### src/rtl/uart_rx_oversample_pkg.sv
// Shared types and defaults for the oversampling 8N1 UART receiver.
package uart_rx_oversample_pkg;

    typedef enum logic [1:0] {
        RX_IDLE  = 2'd0,
        RX_START = 2'd1,
        RX_DATA  = 2'd2,
        RX_STOP  = 2'd3
    } rx_state_t;

    localparam int OVS_DEFAULT       = 16;
    localparam int DATA_BITS_DEFAULT = 8;

    function automatic logic maj3(input logic [2:0] s);
        return (s[0] & s[1]) | (s[0] & s[2]) | (s[1] & s[2]);
    endfunction

endpackage

### src/rtl/uart_rx_oversample_if.sv
// Receive-byte handshake between the UART receiver (master) and the RX unloader (slave).
interface uart_rx_oversample_if
    import uart_rx_oversample_pkg::*;
#(
    parameter int DATA_BITS = DATA_BITS_DEFAULT
);
    logic                 uld_rx_data;
    logic [DATA_BITS-1:0] rx_data;
    logic                 rx_empty;
    logic                 frame_err;
    logic                 overrun;

    modport master (input uld_rx_data, output rx_data, rx_empty, frame_err, overrun);
    modport slave  (output uld_rx_data, input rx_data, rx_empty, frame_err, overrun);
endinterface

### src/rtl/uart_rx_oversample_sync.sv
// Two-flop synchronizer for the raw serial line plus a 3-sample majority voter.
module uart_rx_oversample_sync
    import uart_rx_oversample_pkg::*;
(
    input  logic ct_rxclk,
    input  logic reset,
    input  logic rx_in,
    output logic sync,
    output logic maj
);
    logic       sync_p0;
    logic       sync_p1;
    logic [2:0] smp_p2;

    // Idle line is high, so everything resets to ones to avoid a fake start bit.
    always_ff @(posedge ct_rxclk or negedge reset) begin
        if (!reset) begin
            sync_p0 <= 1'b1;
            sync_p1 <= 1'b1;
            smp_p2  <= 3'b111;
        end else begin
            sync_p0 <= rx_in;
            sync_p1 <= sync_p0;
            smp_p2  <= {smp_p2[1:0], sync_p1};
        end
    end

    assign sync = sync_p1;
    assign maj  = maj3(smp_p2);

endmodule

### src/rtl/uart_rx_oversample.sv
// 8N1 UART receiver: start/data/stop FSM on oversampled line, one-byte holding register,
// sticky framing and overrun flags cleared by the unloader's uld_rx_data pulse.
module uart_rx_oversample
    import uart_rx_oversample_pkg::*;
#(
    parameter int OVS       = OVS_DEFAULT,
    parameter int DATA_BITS = DATA_BITS_DEFAULT
) (
    input  logic                 ct_rxclk,
    input  logic                 reset,
    input  logic                 rx_enable,
    input  logic                 rx_in,
    uart_rx_oversample_if.master bus
);
    localparam int TW = $clog2(OVS);
    localparam int BW = (DATA_BITS > 1) ? $clog2(DATA_BITS) : 1;
    localparam logic [TW-1:0] TICK_HALF = TW'(OVS / 2 - 1);
    localparam logic [TW-1:0] TICK_LAST = TW'(OVS - 1);
    localparam logic [BW-1:0] BIT_LAST  = BW'(DATA_BITS - 1);

    logic                 line;
    logic                 maj;
    rx_state_t            state, state_next;
    logic [TW-1:0]        tick_cnt, tick_next;
    logic [BW-1:0]        bit_cnt, bit_next;
    logic [DATA_BITS-1:0] shreg, shreg_next;
    logic                 armed;
    logic                 start;
    logic                 commit;
    logic                 ferr;
    logic [DATA_BITS-1:0] hold_data;
    logic                 empty;
    logic                 ferr_flag;
    logic                 ovr_flag;

    uart_rx_oversample_sync u_sync (
        .ct_rxclk (ct_rxclk),
        .reset    (reset),
        .rx_in    (rx_in),
        .sync     (line),
        .maj      (maj)
    );

    always_comb begin
        state_next = state;
        tick_next  = tick_cnt + 1'b1;
        bit_next   = bit_cnt;
        shreg_next = shreg;
        start      = 1'b0;
        commit     = 1'b0;
        ferr       = 1'b0;
        case (state)
            RX_IDLE: begin
                tick_next = '0;
                // armed blocks retriggering on a line that stayed low after a break
                if (!line && armed) begin
                    state_next = RX_START;
                    start      = 1'b1;
                end
            end
            RX_START: begin
                if (tick_cnt == TICK_HALF) begin
                    tick_next  = '0;
                    bit_next   = '0;
                    state_next = maj ? RX_IDLE : RX_DATA;
                end
            end
            RX_DATA: begin
                if (tick_cnt == TICK_LAST) begin
                    tick_next  = '0;
                    shreg_next = {maj, shreg[DATA_BITS-1:1]};
                    bit_next   = bit_cnt + 1'b1;
                    if (bit_cnt == BIT_LAST) state_next = RX_STOP;
                end
            end
            RX_STOP: begin
                if (tick_cnt == TICK_LAST) begin
                    tick_next  = '0;
                    state_next = RX_IDLE;
                    commit     = maj;
                    ferr       = !maj;
                end
            end
            default: state_next = RX_IDLE;
        endcase
        if (!rx_enable) begin
            state_next = RX_IDLE;
            tick_next  = '0;
            shreg_next = shreg;
            start      = 1'b0;
            commit     = 1'b0;
            ferr       = 1'b0;
        end
    end

    always_ff @(posedge ct_rxclk or negedge reset) begin
        if (!reset) begin
            state     <= RX_IDLE;
            tick_cnt  <= '0;
            bit_cnt   <= '0;
            shreg     <= '0;
            armed     <= 1'b1;
            hold_data <= '0;
            empty     <= 1'b1;
            ferr_flag <= 1'b0;
            ovr_flag  <= 1'b0;
        end else begin
            state    <= state_next;
            tick_cnt <= tick_next;
            bit_cnt  <= bit_next;
            shreg    <= shreg_next;
            if (start)
                armed <= 1'b0;
            else if (state == RX_IDLE && line)
                armed <= 1'b1;
            // A commit outranks a simultaneous unload: the new byte is unread.
            if (commit) begin
                hold_data <= shreg;
                empty     <= 1'b0;
            end else if (bus.uld_rx_data) begin
                empty <= 1'b1;
            end
            if (commit && !empty && !bus.uld_rx_data)
                ovr_flag <= 1'b1;
            else if (bus.uld_rx_data)
                ovr_flag <= 1'b0;
            if (ferr)
                ferr_flag <= 1'b1;
            else if (bus.uld_rx_data)
                ferr_flag <= 1'b0;
        end
    end

    assign bus.rx_data   = hold_data;
    assign bus.rx_empty  = empty;
    assign bus.frame_err = ferr_flag;
    assign bus.overrun   = ovr_flag;

endmodule
### src/flat_wrapper.sv
// flat-port wrapper written by rule: the top's interface ports become plain ports
module uart_rx_oversample_flat import uart_rx_oversample_pkg::*;
#(
    parameter int OVS       = OVS_DEFAULT,
    parameter int DATA_BITS = DATA_BITS_DEFAULT
)
  (ct_rxclk, reset, rx_enable, rx_in, bus_uld_rx_data, bus_rx_data, bus_rx_empty, bus_frame_err, bus_overrun);
  uart_rx_oversample_if #(.DATA_BITS(DATA_BITS)) bus_i ();
  input  logic ct_rxclk;
  input  logic reset;
  input  logic rx_enable;
  input  logic rx_in;
  input wire logic [$bits(bus_i.uld_rx_data)-1:0] bus_uld_rx_data;
  output wire logic [$bits(bus_i.rx_data)-1:0] bus_rx_data;
  output wire logic [$bits(bus_i.rx_empty)-1:0] bus_rx_empty;
  output wire logic [$bits(bus_i.frame_err)-1:0] bus_frame_err;
  output wire logic [$bits(bus_i.overrun)-1:0] bus_overrun;
  assign bus_i.uld_rx_data = bus_uld_rx_data;
  assign bus_rx_data = bus_i.rx_data;
  assign bus_rx_empty = bus_i.rx_empty;
  assign bus_frame_err = bus_i.frame_err;
  assign bus_overrun = bus_i.overrun;
  uart_rx_oversample #(.OVS(OVS), .DATA_BITS(DATA_BITS)) u_core (.ct_rxclk(ct_rxclk), .reset(reset), .rx_enable(rx_enable), .rx_in(rx_in), .bus(bus_i));
endmodule
### config.mk
export PLATFORM = sky130hd
export DESIGN_NAME = uart_rx_oversample_flat
export DESIGN_NICKNAME = d
export VERILOG_FILES = /design/src/rtl/uart_rx_oversample_pkg.sv /design/src/rtl/uart_rx_oversample_if.sv /design/src/rtl/uart_rx_oversample_sync.sv /design/src/rtl/uart_rx_oversample.sv /design/src/flat_wrapper.sv
export SDC_FILE = /design/constraint.sdc
export NUM_CORES = 1
export LEC_CHECK = 0
export CAP_MARGIN = 20
export CORE_ASPECT_RATIO = 1.4
export CORE_MARGIN = 5
export CORE_UTILIZATION = 43
export CTS_CLUSTER_SIZE = 30
export DETAILED_ROUTE_END_ITERATION = 16
export MAX_ROUTING_LAYER = met4
export PLACE_DENSITY = 0.66
export SETUP_SLACK_MARGIN = 0.05
export SLEW_MARGIN = 20
export SYNTH_ARGS = -nofsm -noshare
export SYNTH_HDL_FRONTEND = slang
export SYNTH_SLANG_ARGS = --single-unit
export TNS_END_PERCENT = 5
### constraint.sdc
create_clock -name ct_rxclk -period 1.5 [get_ports ct_rxclk]
set_input_delay 0.45 -clock ct_rxclk [delete_from_list [all_inputs] [get_ports ct_rxclk]]
set_output_delay 0.45 -clock ct_rxclk [all_outputs]
set_load 0.02 [all_outputs]
==> After elaboration in Yosys (flattened, before gate mapping) <==
Cells that the tools add are included.
{ "totals": {"n_memories": 0, "out_inout_bits": 11, "ramBits": 0, "romBits": 0, "latchBits": 0, "regBits": 34} }
{ "classes": {"mux": 31, "bitwise": 5, "div_mod_pow": 0, "magnitude_cmp": 0, "multipliers": 0, "n_eq_ne": 13, "shifts": 0, "reduce_logical": 18, "n_addsub": 2} }
{ "ops": {"columns": ["operator", "count"], "rows": [
  ["$mux W1", 16],
  ["$ne A3 B2 Y1 const B", 5],
  ["$mux W2", 7],
  ["$mux W4", 3],
  ["$pmux W4 S3", 1],
  ["$reduce_bool A2 Y1", 5],
  ["$pmux W2 S4", 1],
  ["$mux W3", 2],
  ["$pmux W3 S2", 1],
  ["$reduce_and A3 Y1", 2],
  ["$reduce_and A5 Y1", 1],
  ["$add A4 B1 Y4 const B", 1],
  ["$eq A2 B2 Y1 const B", 2],
  ["$eq A4 B3 Y1 const B", 1],
  ["$eq A4 B4 Y1 const B", 1],
  ["$logic_and A1 B1 Y1", 4],
  ["$logic_not A1 Y1", 4],
  ["$ne A2 B1 Y1 const B", 2],
  ["$add A3 B1 Y3 const B", 1],
  ["$and A1 B1 Y1", 3],
  ["$eq A3 B3 Y1 const B", 1],
  ["$eq A2 B1 Y1 const B", 1],
  ["$logic_not A2 Y1", 1],
  ["$or A1 B1 Y1", 2],
  ["$reduce_or A2 Y1", 1]
]} }

==> Logic depth before layout (Yosys ltp) <==
Gate-level depths: netlist of the first run.
{ "depth": {"depth_word": 9, "mapped_depth": 7, "mapped_depth_nobuf": 6} }

==> Modules after synthesis <==
A second synthesis of the first run with hierarchy kept.
{ "hier_totals": {"cells_unflattened": 111, "area_unflattened_um2": 1466.4} }
{ "by_module_without_submodules": {"columns": ["mod", "area_each_um2", "instances", "cells_per_inst"], "rows": [
  ["uart_rx_oversample", 1323.8, 1, 105],
  ["uart_rx_oversample_sync", 142.6, 1, 6]
]} }

==> Worst setup path before layout of the first run <==
No wires, ideal clock.
{ "synth_path": {"path_type": "register to register", "from": "reg u_core.state[0]", "to": "reg u_core.state[1]", "path_slack_ns": -0.020, "t_arrival_ns": 1.391, "required_ns": 1.371, "path_stages_with_launch": 7, "path_buffers": 1, "cell_sequence": "dfrtp_1 > ha_1 > buf_2 > o21ai_0 > a21oi_1 > a2111oi_2 > o2bb2ai_1"} }
{ "synth_via": {"elab_chain_len": 3} }
{ "synth_lines": {"columns": ["item", "line", "text"], "rows": [
  ["start, declared", "uart_rx_oversample.sv:23", "rx_state_t state, state_next;"],
  ["start signal, assigned", "uart_rx_oversample.sv:108", "state <= state_next;"],
  ["$eq A2 B2 Y1 (tied with other cells)", "uart_rx_oversample.sv:52", "case (state)"],
  ["$ne A3 B2 Y1 (no line) or $pmux W2 S4 (tied branches)", null, null],
  ["$reduce_and A5 Y1 (no line) or $mux W2 (tied branches)", null, null]
]} }
Several ways; a longest one is shown, not always the timed one.
A chain may end at the register's enable or synchronous reset.

==> Worst setup path after layout of the first run <==
{ "layout_path": {"from": "reg u_core.state[0]", "to": "reg u_core.shreg[6]"} }
{ "layout_via": {"elab_chain_len": 2} }
{ "layout_lines": {"columns": ["item", "line", "text"], "rows": [
  ["$eq A2 B2 Y1", "uart_rx_oversample.sv:52", null],
  ["$reduce_and A3 Y1 (no line)", null, null],
  ["end signal, assigned", "uart_rx_oversample.sv:111", "shreg <= shreg_next;"],
  ["end, declared", "uart_rx_oversample.sv:26", "logic [DATA_BITS-1:0] shreg, shreg_next;"]
]} }
Every way passes these cells.

==> results of run 1 <==
-- per-stage QoR --
stage | area [um2] | instances | total power, mW | worst slack [ns]
after global placement | 1810 | 181 | 1.59 | -0.294
after detailed placement | 1810 | 181 | 1.62 | -0.341
after floorplan | 1510 | 114 | 1.39 | 0.0138
final | 1910 | 190 | 2.31 | -0.0530
after CTS | 1880 | 189 | 2.30 | -0.0419
after global routing | 1910 | 190 | 2.46 | -0.141
-- Yosys cell counts, types with 2 or more instances --
master	number	area (um2)
inv_1	4	15.0
a21oi_1	7	35.0
nor3_1	2	10.0
nand3b_1	2	15.0
nor2_1	6	22.5
dfstp_2	7	184
nand2_1	4	15.0
o21ai_0	3	15.0
ha_1	8	100
dfrtp_1	27	676
a22o_1	3	26.3
mux2_2	17	191
nand3_1	3	15.0
-- cell usage in the layout, fill, tap and decap left out, drive strengths merged, types with 5 or more instances in the layout --
master         Yosys  layout
dfrtp             27      27
mux2              17      17
buf                1      15
clkbuf             0       9
ha                 8       8
dfstp              7       7
nor2               7       7
a21oi              7       7
clkdlybuf4s15      0       5
-- path summary, 6_finish.rpt --
path / from / to / depth (start not counted)
setup / recovery: u_core.state[0] / u_core.shreg[6] / 5
hold / removal: u_core.u_sync.sync_p0 / u_core.u_sync.sync / 0
setup reg to reg: u_core.state[0] / u_core.shreg[6] / 5
hold reg to reg: u_core.u_sync.sync_p0 / u_core.u_sync.sync / 0
max in group asynchronous: reset / u_core.u_sync.smp_p2[0] / 2
min in group asynchronous: reset / u_core.bus.rx_data[4] / 2
-- registers in the layout, indices dropped and copies added, names as in the netlist --
name                   count
u_core.shreg               8
u_core.u_sync.sync_p0      1
u_core.armed               1
u_core.bit_cnt             3
u_core.bus.overrun         1
u_core.bus.rx_empty        1
u_core.state               2
u_core.bus.frame_err       1
u_core.tick_cnt            4
u_core.u_sync.smp_p2       3
u_core.bus.rx_data         8
u_core.u_sync.sync         1
-- final cells by class --
type,instances,area [um2],share of cell area [%]
Clock buffer,6,72.6,3.80
Timing Repair Buffer,29,248,13.0
Inverter,4,15.0,0.786
Sequential cell,34,861,45.1
Clock inverter,2,10.0,0.524
Multi-Input combinational cell,75,654,34.3
Tap cell,40,50.0,2.62
-- logic make-up (layout without fill, tap and decap cells) --
kind of cell / Yosys count / count (layout) / share of synthesized area [%]
simple gates: 27 / 27 / 10.8
mux: 18 / 18 / 13.4
buf+inv: 5 / 41 / 1.33
flops: 34 / 34 / 57.3
fa+ha+maj: 9 / 9 / 7.33
compound gates: 20 / 20 / 9.25
xor+xnor: 1 / 1 / 0.583
-- power by group --
| part | total [mW] | switching (mW) | internal (mW) |
|---|---|---|---|
| clock | 0.638 | 0.317 | 0.321 |
| sequential | 1.04 | 0.0488 | 0.988 |
| combinational | 0.630 | 0.315 | 0.315 |
| total | 2.31 | 0.681 | 1.62 |
-- what timing repair did --
| item | CTS | global route |
|---|---|---|
| pin swaps | 2 | 2 |
| setup buffers | 0 | 1 |
| setup endpoints to repair | 37 | 36 |
| resized for setup | 19 | 18 |
-- metal layers --
metal  vias up  global-route usage [%]  routed length [um]
li1        477                       -                   -
met1       501                    15.6                1100
met2        20                    21.2                1450
met3         6                    4.69                 127
met4         0                    6.87                  40
met5         -                       -                   0
==> out/metrics.cfg, run 1 <==
[worst_setup_path]
crit_type = flip-flop to flip-flop
cp-end-kind = flip-flop
worstPathMaxFanout = 8
cp.required_ns = 1.67
crit_arrival_ns = 1.72
crit_chain = inv_2 > ha_2 > nand2_1 > nor2_4 > mux2_2
crit_family = flip-flops
rrSetupSlack_ns = -0.05
slowest_delay_ns = 0.44
startpoint_type = flip-flop
slowest_stage = dfrtp_2
critPathBufInv = 1

[clock_network]
clk_transition_reported_paths_ns = 0.07
cts.hold.buffers_added = 0
cts_made_buffers = 5
root_buffer = clkbuf_8
clockBufferDepth = 2
clk-insertion-delay-late_ns = 0.28
cts_tree = yes
cts.htree.levels = 2
clock_sinks = 34

[cells_and_area]
final_util_pct = 56.6
drive_above_1_share_pct = 44.7
diodes = 0
n_fill_cell = 271
area_growth_pct = 27.2
nets = 162

[die]
start_util_pct = 44.4
die-width_um = 59.9
die_area_um2 = 4790
core_area_um2 = 3380
die_h_um = 79.9
ios = 16
num_rows = 25

[timing]
skew_ns = 0.00637
min_period_over_period_pct = 104
fmax_mhz = 644
relSlewSlack_pct = 80.9
tightest_slew_ns = 0.286
finalSetupViolCount = 17
fin_ws_ns = -0.0530
timing.hold.ws_ns = 0.356
rsz0062_at_grt = true
drv_slew = 0
setup-tns-final_ns = -0.732
fin_crit_ns = 1.55
hold_violations = 0

[drt]
viasPerCell = 5.28
ant_nets = 0
drc = 0
vias = 1004
wl_per_cell_um = 14.3
drtIter0Drc = 17
wirelength_mm = 2.72
drt_pass1_iterations = 4

[hold_path]
hp-class = flip-flop to flip-flop

[yosys]
synth_area_per_cell_um2 = 13.2
synth_flop_cell = dfrtp_1
postSynth.asyncResetShare_pct = 100
synth.net_count = 127
synth-seq-cells = 34
yosysUniqueCellTypes = 34
synthesis.instances = 114
yosysWarnings = 0
yosysSeqAreaShare_pct = 57.3
synth_area_um2 = 1500
synth_edf_count = 0

[placed_design]
io_buffers = 15
post-dp-hpwl_mm = 2.01
gp_congestion = 0.820

[global_routing]
grt_antenna_before_repair = 0
grt_usage_pct = 13.7
grt_max_degree = 35
grt_overflow = 0
grt_pass1_wl_mm = 4.78
grt_pass1_vias = 1059

[power]
power.leakage_nw = 0.902
power.density_nw_per_um2 = 1210
vdd_ir_drop_max_mv = 0.748

[outcome]
status = finished with violations
violations = setup timing

[run]
maxCapViolCount = 0

No activity file was read; power rests on OpenSTA's default activity.
==> run 2: changes to the inputs <==
--- a/config.mk
+++ b/config.mk
@@ -5,6 +5,7 @@
 export SDC_FILE = /design/constraint.sdc
 export NUM_CORES = 1
 export LEC_CHECK = 0
+export ABC_AREA = 1
 export CAP_MARGIN = 20
 export CORE_ASPECT_RATIO = 1.4
 export CORE_MARGIN = 5
==> run 2 against run 1 <==
The run now ends clean; sequential power barely moved; cell count rose by 24%; synthesized cell count rose by 45%; sequential share of layout area fell by 0.58 points; critical path depth fell by 4; flip-flop and latch count did not move; combinational power fell by 34%; via count rose by 13%; clock-buffer cell count did not move; area after synthesis rose by 5.2%; critical path type is now flip-flop to output pin; critical endpoint is now bus_rx_data[3].
==> out/metrics.cfg, run 2 <==
[outcome]
status = completed  ; was finished with violations

[drt]
wl_per_cell_um = 11.6  ; was 14.3 um
ant_nets = 0  ; unchanged
viasPerCell = 4.79  ; was 5.28
wirelength_mm = 2.75  ; was 2.72 mm
vias = 1130  ; was 1004
drt_pass1_iterations = 4  ; unchanged
drc = 0  ; unchanged
drtIter0Drc = 30  ; was 17

[worst_setup_path]
crit_type = flip-flop to output pin  ; was flip-flop to flip-flop
crit_chain = dlygate4sd2_1  ; was inv_2 > ha_2 > nand2_1 > nor2_4 > mux2_2
slowest_stage = dfrtp_1  ; was dfrtp_2
slowest_delay_ns = 0.38  ; was 0.44 ns
crit_arrival_ns = 0.98  ; was 1.72 ns
crit_family = flip-flops  ; unchanged
worstPathMaxFanout = 2  ; was 8
critPathBufInv = 1  ; unchanged
cp-end-kind = output pin  ; was flip-flop
cp.required_ns = 1.05  ; was 1.67 ns
startpoint_type = flip-flop  ; unchanged

[yosys]
synth_common_cells = nand2_1 (46), dfrtp_1 (27), inv_1 (22)  ; was dfrtp_1 (27), mux2_2 (17), ha_1 (8)
yosysTopAreaCell = dfrtp_1  ; unchanged
synth_area_per_cell_um2 = 9.57  ; was 13.2 um2
postSynth.asyncResetShare_pct = 100  ; unchanged
synthesis.instances = 165  ; was 114
yosysSeqAreaShare_pct = 54.4  ; was 57.3%
synth_area_leaders = dfrtp_1 (43%), dfstp_2 (12%), nand2_1 (11%), ha_1 (6.3%), inv_1 (5.2%)  ; was dfrtp_1 (45%), mux2_2 (13%), dfstp_2 (12%), ha_1 (6.7%), a21oi_1 (2.3%)
synth_edf_count = 0  ; unchanged
yosysMostFrequentCell = nand2_1  ; was dfrtp_1
netlist.area_leader.share_pct = 42.8  ; was 45.0%
synth_area_um2 = 1580  ; was 1500 um2
yosysUniqueCellTypes = 26  ; was 34
yosysWarnings = 0  ; unchanged
synth_flop_cell = dfrtp_1  ; unchanged
synth.net_count = 178  ; was 127
synth-seq-cells = 34  ; unchanged

[global_routing]
grt_max_degree = 24  ; was 35
grt_overflow = 0  ; unchanged
grt_antenna_before_repair = 0  ; unchanged
grt_usage_pct = 13.7  ; about the same
grt_pass1_vias = 1158  ; was 1059
grt_pass1_wl_mm = 4.91  ; was 4.78 mm

[cells_and_area]
area_growth_pct = 22.7  ; was 27.2%
layout_commonest_cell = nand2_1  ; was dfrtp_1
nets = 206  ; was 162
diodes = 0  ; unchanged
fin_area_um2 = 1940  ; was 1910 um2
drive_above_1_share_pct = 25.8  ; was 44.7%
n_fill_cell = 331  ; was 271
most-common-layout-cells = nand2_1 (44), dfrtp_1 (25), inv_1 (20)  ; was dfrtp_1 (26), mux2_2 (17), buf_4 (14)

[clock_network]
root_buffer = clkbuf_8  ; unchanged
postCtsSetupBuffers = 0  ; unchanged
cts_tree = yes  ; unchanged
clk-insertion-delay-late_ns = 0.28  ; about the same
cts.hold.buffers_added = 0  ; unchanged
clk_transition_reported_paths_ns = 0.07  ; about the same
clockBufferDepth = 2  ; unchanged
cts.htree.levels = 2  ; unchanged
clock_sinks = 34  ; unchanged
cts_made_buffers = 5  ; unchanged

[placed_design]
gp_congestion = 0.824  ; was 0.820
io_buffers = 15  ; unchanged
postPlaceCellArea_um2 = 1840  ; was 1810 um2
post-dp-hpwl_mm = 2.10  ; was 2.01 mm

[hold_path]
hp-class = flip-flop to flip-flop  ; unchanged

[die]
start_util_pct = 43.7  ; was 44.4%
die_h_um = 81.7  ; was 79.9 um
die-width_um = 61.2  ; was 59.9 um
num_rows = 26  ; was 25
die_area_um2 = 5000  ; was 4790 um2
core_area_um2 = 3610  ; was 3380 um2
ios = 16  ; unchanged

[timing]
drv_slew = 0  ; unchanged
fin_crit_ns = 1.43  ; was 1.55 ns
fmax_mhz = 699  ; was 644 MHz
min_period_over_period_pct = 95.4  ; was 104%
hold_violations = 0  ; unchanged
skew_ns = 0.0107  ; was 0.00637 ns
timing.hold.ws_ns = 0.356  ; about the same
setup-tns-final_ns = 0  ; was -0.732 ns
finalSetupViolCount = 0  ; was 17
rsz0062_at_grt = true  ; unchanged
tightest_slew_ns = 0.280  ; was 0.286 ns
relSlewSlack_pct = 81.3  ; was 80.9%

[power]
power.density_nw_per_um2 = 1080  ; was 1210 nW/um2
power.leakage_nw = 0.972  ; was 0.902 nW
vdd_ir_drop_max_mv = 0.768  ; was 0.748 mV

[run]
maxCapViolCount = 0  ; unchanged

==> run 2: changes by cell type in the layout (fill, tap and decap cells not counted), moves of 5 or more <==
cell | before | now
nand2_1 | 4 | 44
inv_1 | 3 | 20
mux2_2 | 17 | 0
o21ai_2 | 0 | 10
buf_4 | 14 | 7
o21ai_0 | 1 | 7
a21oi_1 | 5 | 0
==> run 2: logic make-up (layout without fill, tap and decap cells) <==
logic type,after synthesis,after routing,share of synthesized area (%)
xor gates and xnor gates,1,1,0.555
adders and majority gates,8,8,6.34
and+or+nand+nor,69,69,20.1
AOI/OAI and AO/OA,27,27,11.6
DFF,34,34,54.4
buffers and inverters,26,55,6.89
==> run 2: final cells by class <==
| cell class | instances | area [um2] | share of cell area, % |
|---|---|---|---|
| multi-input cells | 105 | 633 | 32.7 |
| well taps | 42 | 52.6 | 2.71 |
| repair buffers | 23 | 218 | 11.2 |
| clock buffers | 6 | 72.6 | 3.74 |
| clock inverters | 2 | 10.0 | 0.516 |
| inverters | 24 | 90.1 | 4.65 |
| flip-flops and latches | 34 | 862 | 44.5 |
==> run 2: metrics by stage <==
step	setup slack (ns)	cells	utilization (%)	power, mW
final	0.0684	236	53.7	2.08
after detailed placement	-0.259	228	50.8	1.44
after CTS	0.0473	236	53.2	2.10
after global routing	0.0247	236	53.7	2.21
after floorplan	0.116	165	-	1.31
after global placement	-0.229	228	50.8	1.42
==> run 2: report_power, final <==
part | switching, mW | internal [mW] | total, mW | leakage (nW)
clock | 0.314 | 0.321 | 0.635 | 0.0450
combinational | 0.249 | 0.166 | 0.415 | 0.522
sequential | 0.0476 | 0.986 | 1.03 | 0.405
total | 0.610 | 1.47 | 2.08 | 0.972
==> run 2: path summary, 6_finish.rpt <==
check / slack (ns) / from / to / cells after the start
setup / recovery: 0.07 / u_core.bus.rx_data[3] / bus_rx_data[3] / 1
hold / removal: 0.36 / u_core.u_sync.sync_p0 / u_core.u_sync.sync / 0
setup reg to reg: 0.12 / u_core.state[0] / u_core.bit_cnt[0] / 6
hold reg to reg: 0.36 / u_core.u_sync.sync_p0 / u_core.u_sync.sync / 0
max in group asynchronous: 0.72 / reset / u_core.tick_cnt[3] / 2
min in group asynchronous: 0.50 / reset / u_core.bus.frame_err / 2
==> run 2: layer usage <==
metal	up-vias	global-route usage [%]	part of all wire, %
met4	0	6.51	2.5
met3	7	4.25	4.3
met1	533	14.2	41
li1	572	-	-
met2	18	23.0	52
met5	-	-	0
==> run 2: repair_timing <==
item	4_1_cts	5_1_grt
gates resized for setup	23	10
endpoints found under the hold margin	0	0
endpoints found under the setup margin	18	32
==> run 3: changes to the inputs <==
--- a/config.mk
+++ b/config.mk
@@ -5,13 +5,12 @@
 export SDC_FILE = /design/constraint.sdc
 export NUM_CORES = 1
 export LEC_CHECK = 0
-export ABC_AREA = 1
 export CAP_MARGIN = 20
 export CORE_ASPECT_RATIO = 1.4
-export CORE_MARGIN = 5
 export CORE_UTILIZATION = 43
 export CTS_CLUSTER_SIZE = 30
 export DETAILED_ROUTE_END_ITERATION = 16
+export GPL_ROUTABILITY_DRIVEN = 0
 export MAX_ROUTING_LAYER = met4
 export PLACE_DENSITY = 0.66
 export SETUP_SLACK_MARGIN = 0.05
==> run 3 against run 2 <==
The flow now finishes with violations (setup timing); flip-flop and latch count unchanged; clock-buffer cell count increased by 2; worst setup slack got worse by 0.088 ns; non-clock buffer count is 10 higher; die area fell by 25%; critical path type is now flip-flop to flip-flop.
==> out/metrics.cfg, run 3 (synthesized netlist as in run 1, its figures left out) <==
[die]
ios = 16  ; unchanged
num_rows = 25  ; was 26
die-width_um = 51.9  ; was 61.2 um
die_area_um2 = 3740  ; was 5000 um2
start_util_pct = 44.9  ; was 43.7%
die_h_um = 71.9  ; was 81.7 um
core_area_um2 = 3350  ; was 3610 um2

[timing]
hold_violations = 0  ; unchanged
skew_ns = 0.00723  ; was 0.0107 ns
relSlewSlack_pct = 78.7  ; was 81.3%
tightest_slew_ns = 0.319  ; was 0.280 ns
finalSetupViolCount = 8  ; was 0
rsz0062_at_grt = true  ; unchanged
fmax_mhz = 658  ; was 699 MHz
drv_slew = 0  ; unchanged
fin_ws_ns = -0.0194  ; was 0.0684 ns
fin_crit_ns = 1.52  ; was 1.43 ns
min_period_over_period_pct = 101  ; was 95.4%

[cells_and_area]
n_fill_cell = 271  ; was 331
instances_no_fill = 195  ; was 236
area_growth_pct = 37.8  ; was 22.7%
layout_commonest_cell = dfrtp_1  ; was nand2_1
drive_above_1_share_pct = 47.1  ; was 25.8%
most-common-layout-cells = dfrtp_1 (26), mux2_2 (15), buf_4 (14)  ; was nand2_1 (44), dfrtp_1 (25), inv_1 (20)
diodes = 0  ; unchanged
nets = 167  ; was 206

[drt]
drc = 0  ; unchanged
viasPerCell = 5.37  ; was 4.79
wirelength_mm = 3.01  ; was 2.75 mm
vias = 1048  ; was 1130
ant_nets = 0  ; unchanged
wl_per_cell_um = 15.5  ; was 11.6 um
drtIter0Drc = 22  ; was 30
drt_pass1_iterations = 4  ; unchanged

[power]
vdd_ir_drop_max_mv = 1.06  ; was 0.768 mV
power.density_nw_per_um2 = 1210  ; was 1080 nW/um2
power.leakage_nw = 0.941  ; was 0.972 nW
finalPower_mw = 2.51  ; was 2.08 mW

[clock_network]
cts.htree.levels = 2  ; unchanged
clock_sinks = 34  ; unchanged
clockBufferDepth = 2  ; unchanged
cts.hold.buffers_added = 0  ; unchanged
clk-insertion-delay-late_ns = 0.28  ; about the same
clk_transition_reported_paths_ns = 0.07  ; about the same
cts_made_buffers = 5  ; unchanged
root_buffer = clkbuf_8  ; unchanged
cts_tree = yes  ; unchanged

[worst_setup_path]
crit_arrival_ns = 1.68  ; was 0.98 ns
startpoint_type = flip-flop  ; unchanged
slowest_stage = dfrtp_2  ; was dfrtp_1
slowest_delay_ns = 0.44  ; was 0.38 ns
crit_chain = buf_6 > ha_4 > mux2i_2 > a21oi_2 > a2111oi_2 > o2bb2ai_1  ; was dlygate4sd2_1
worstPathMaxFanout = 7  ; was 2
cp.required_ns = 1.66  ; was 1.05 ns
cp-end-kind = flip-flop  ; was output pin
crit_type = flip-flop to flip-flop  ; was flip-flop to output pin

[global_routing]
grt_pass1_wl_mm = 4.72  ; was 4.91 mm
grt_pass1_vias = 1090  ; was 1158
grt_max_degree = 35  ; was 24
grt_usage_pct = 18.3  ; was 13.7%
grt_overflow = 0  ; unchanged
grt_antenna_before_repair = 0  ; unchanged

[run]
maxCapViolCount = 0  ; unchanged

[placed_design]
io_buffers = 15  ; unchanged
place_worst_setup_slack_ns = -0.364  ; was -0.259 ns
place_inst = 182  ; was 228
post-dp-hpwl_mm = 2.06  ; was 2.10 mm

[outcome]
status = finished with violations  ; was completed
violations = setup timing

[hold_path]
hp-class = flip-flop to flip-flop  ; unchanged

[run 3: changes by cell type in the layout (fill, tap and decap cells not counted), moves of 3 or more]
cell	delta
ha_4	+4
nand2_1	-42
o21ai_1	-3
mux2_2	+15
ha_1	-3
inv_1	-17
a21oi_1	+5
nand3_1	-4
buf_4	+7
o21ai_0	-6
o21ai_2	-10
[run 3: report_power, final]
group	internal [mW]	switching, mW
sequential	0.988	0.0529
combinational	0.434	0.405
clock	0.329	0.304
total	1.75	0.762
[run 3: final timing paths]
kind	start	endpoint	slack, ns	cells after the start
setup / recovery	u_core.state[0]	u_core.state[1]	-0.02	6
min in group asynchronous	reset	u_core.bus.rx_data[5]	0.53	2
setup reg to reg	u_core.state[0]	u_core.state[1]	-0.02	6
hold / removal	u_core.u_sync.sync_p0	u_core.u_sync.sync	0.36	0
hold reg to reg	u_core.u_sync.sync_p0	u_core.u_sync.sync	0.36	0
max in group asynchronous	reset	u_core.u_sync.smp_p2[1]	0.72	2
[run 3: layout make-up]
cell class                      count  area (um2)  area share, %
Timing Repair Buffer               33         308           14.9
Clock buffer                        8        80.1           3.87
Inverter                            4        15.0          0.726
Tap cell                           40        50.0           2.42
Multi-Input combinational cell     76         756           36.5
Sequential cell                    34         861           41.6
[run 3: layer usage]
layer | GRT usage (%) | share of wire (%) | vias to the layer above
met5 | - | 0 | -
met4 | 10.8 | 2.8 | 0
met3 | 5.66 | 3.5 | 8
met2 | 31.3 | 55 | 19
met1 | 17.5 | 38 | 529
li1 | - | - | 492
[run 3: worst max-delay path: cells and delay by family (launching register included)]
family / cells / cell delay [ns]
muxes: 1 / 0.17
adders and majority gates: 1 / 0.17
AOI/OAI and AO/OA: 3 / 0.49
buffers and inverters: 1 / 0.13
DFF: 1 / 0.44
[run 3: timing repair]
| item | in CTS | in global routing |
|---|---|---|
| endpoints found under the setup margin | 35 | 32 |
| setup buffers | 0 | 4 |
| cloned | 0 | 1 |
| pin swaps | 2 | 6 |
| gates resized for setup | 25 | 25 |
[run 3: through the flow]
stage	area (um2)	util, %	hold WS, ns	setup TNS (ns)
after floorplan	1510	-	0.154	0
after global placement	1820	54.3	0.346	-7.08
after detailed placement	1820	54.3	0.353	-7.75
after CTS	1910	57.2	0.360	-0.915
after global routing	2070	61.8	0.362	-0.596
final	2070	61.8	0.358	-0.0397
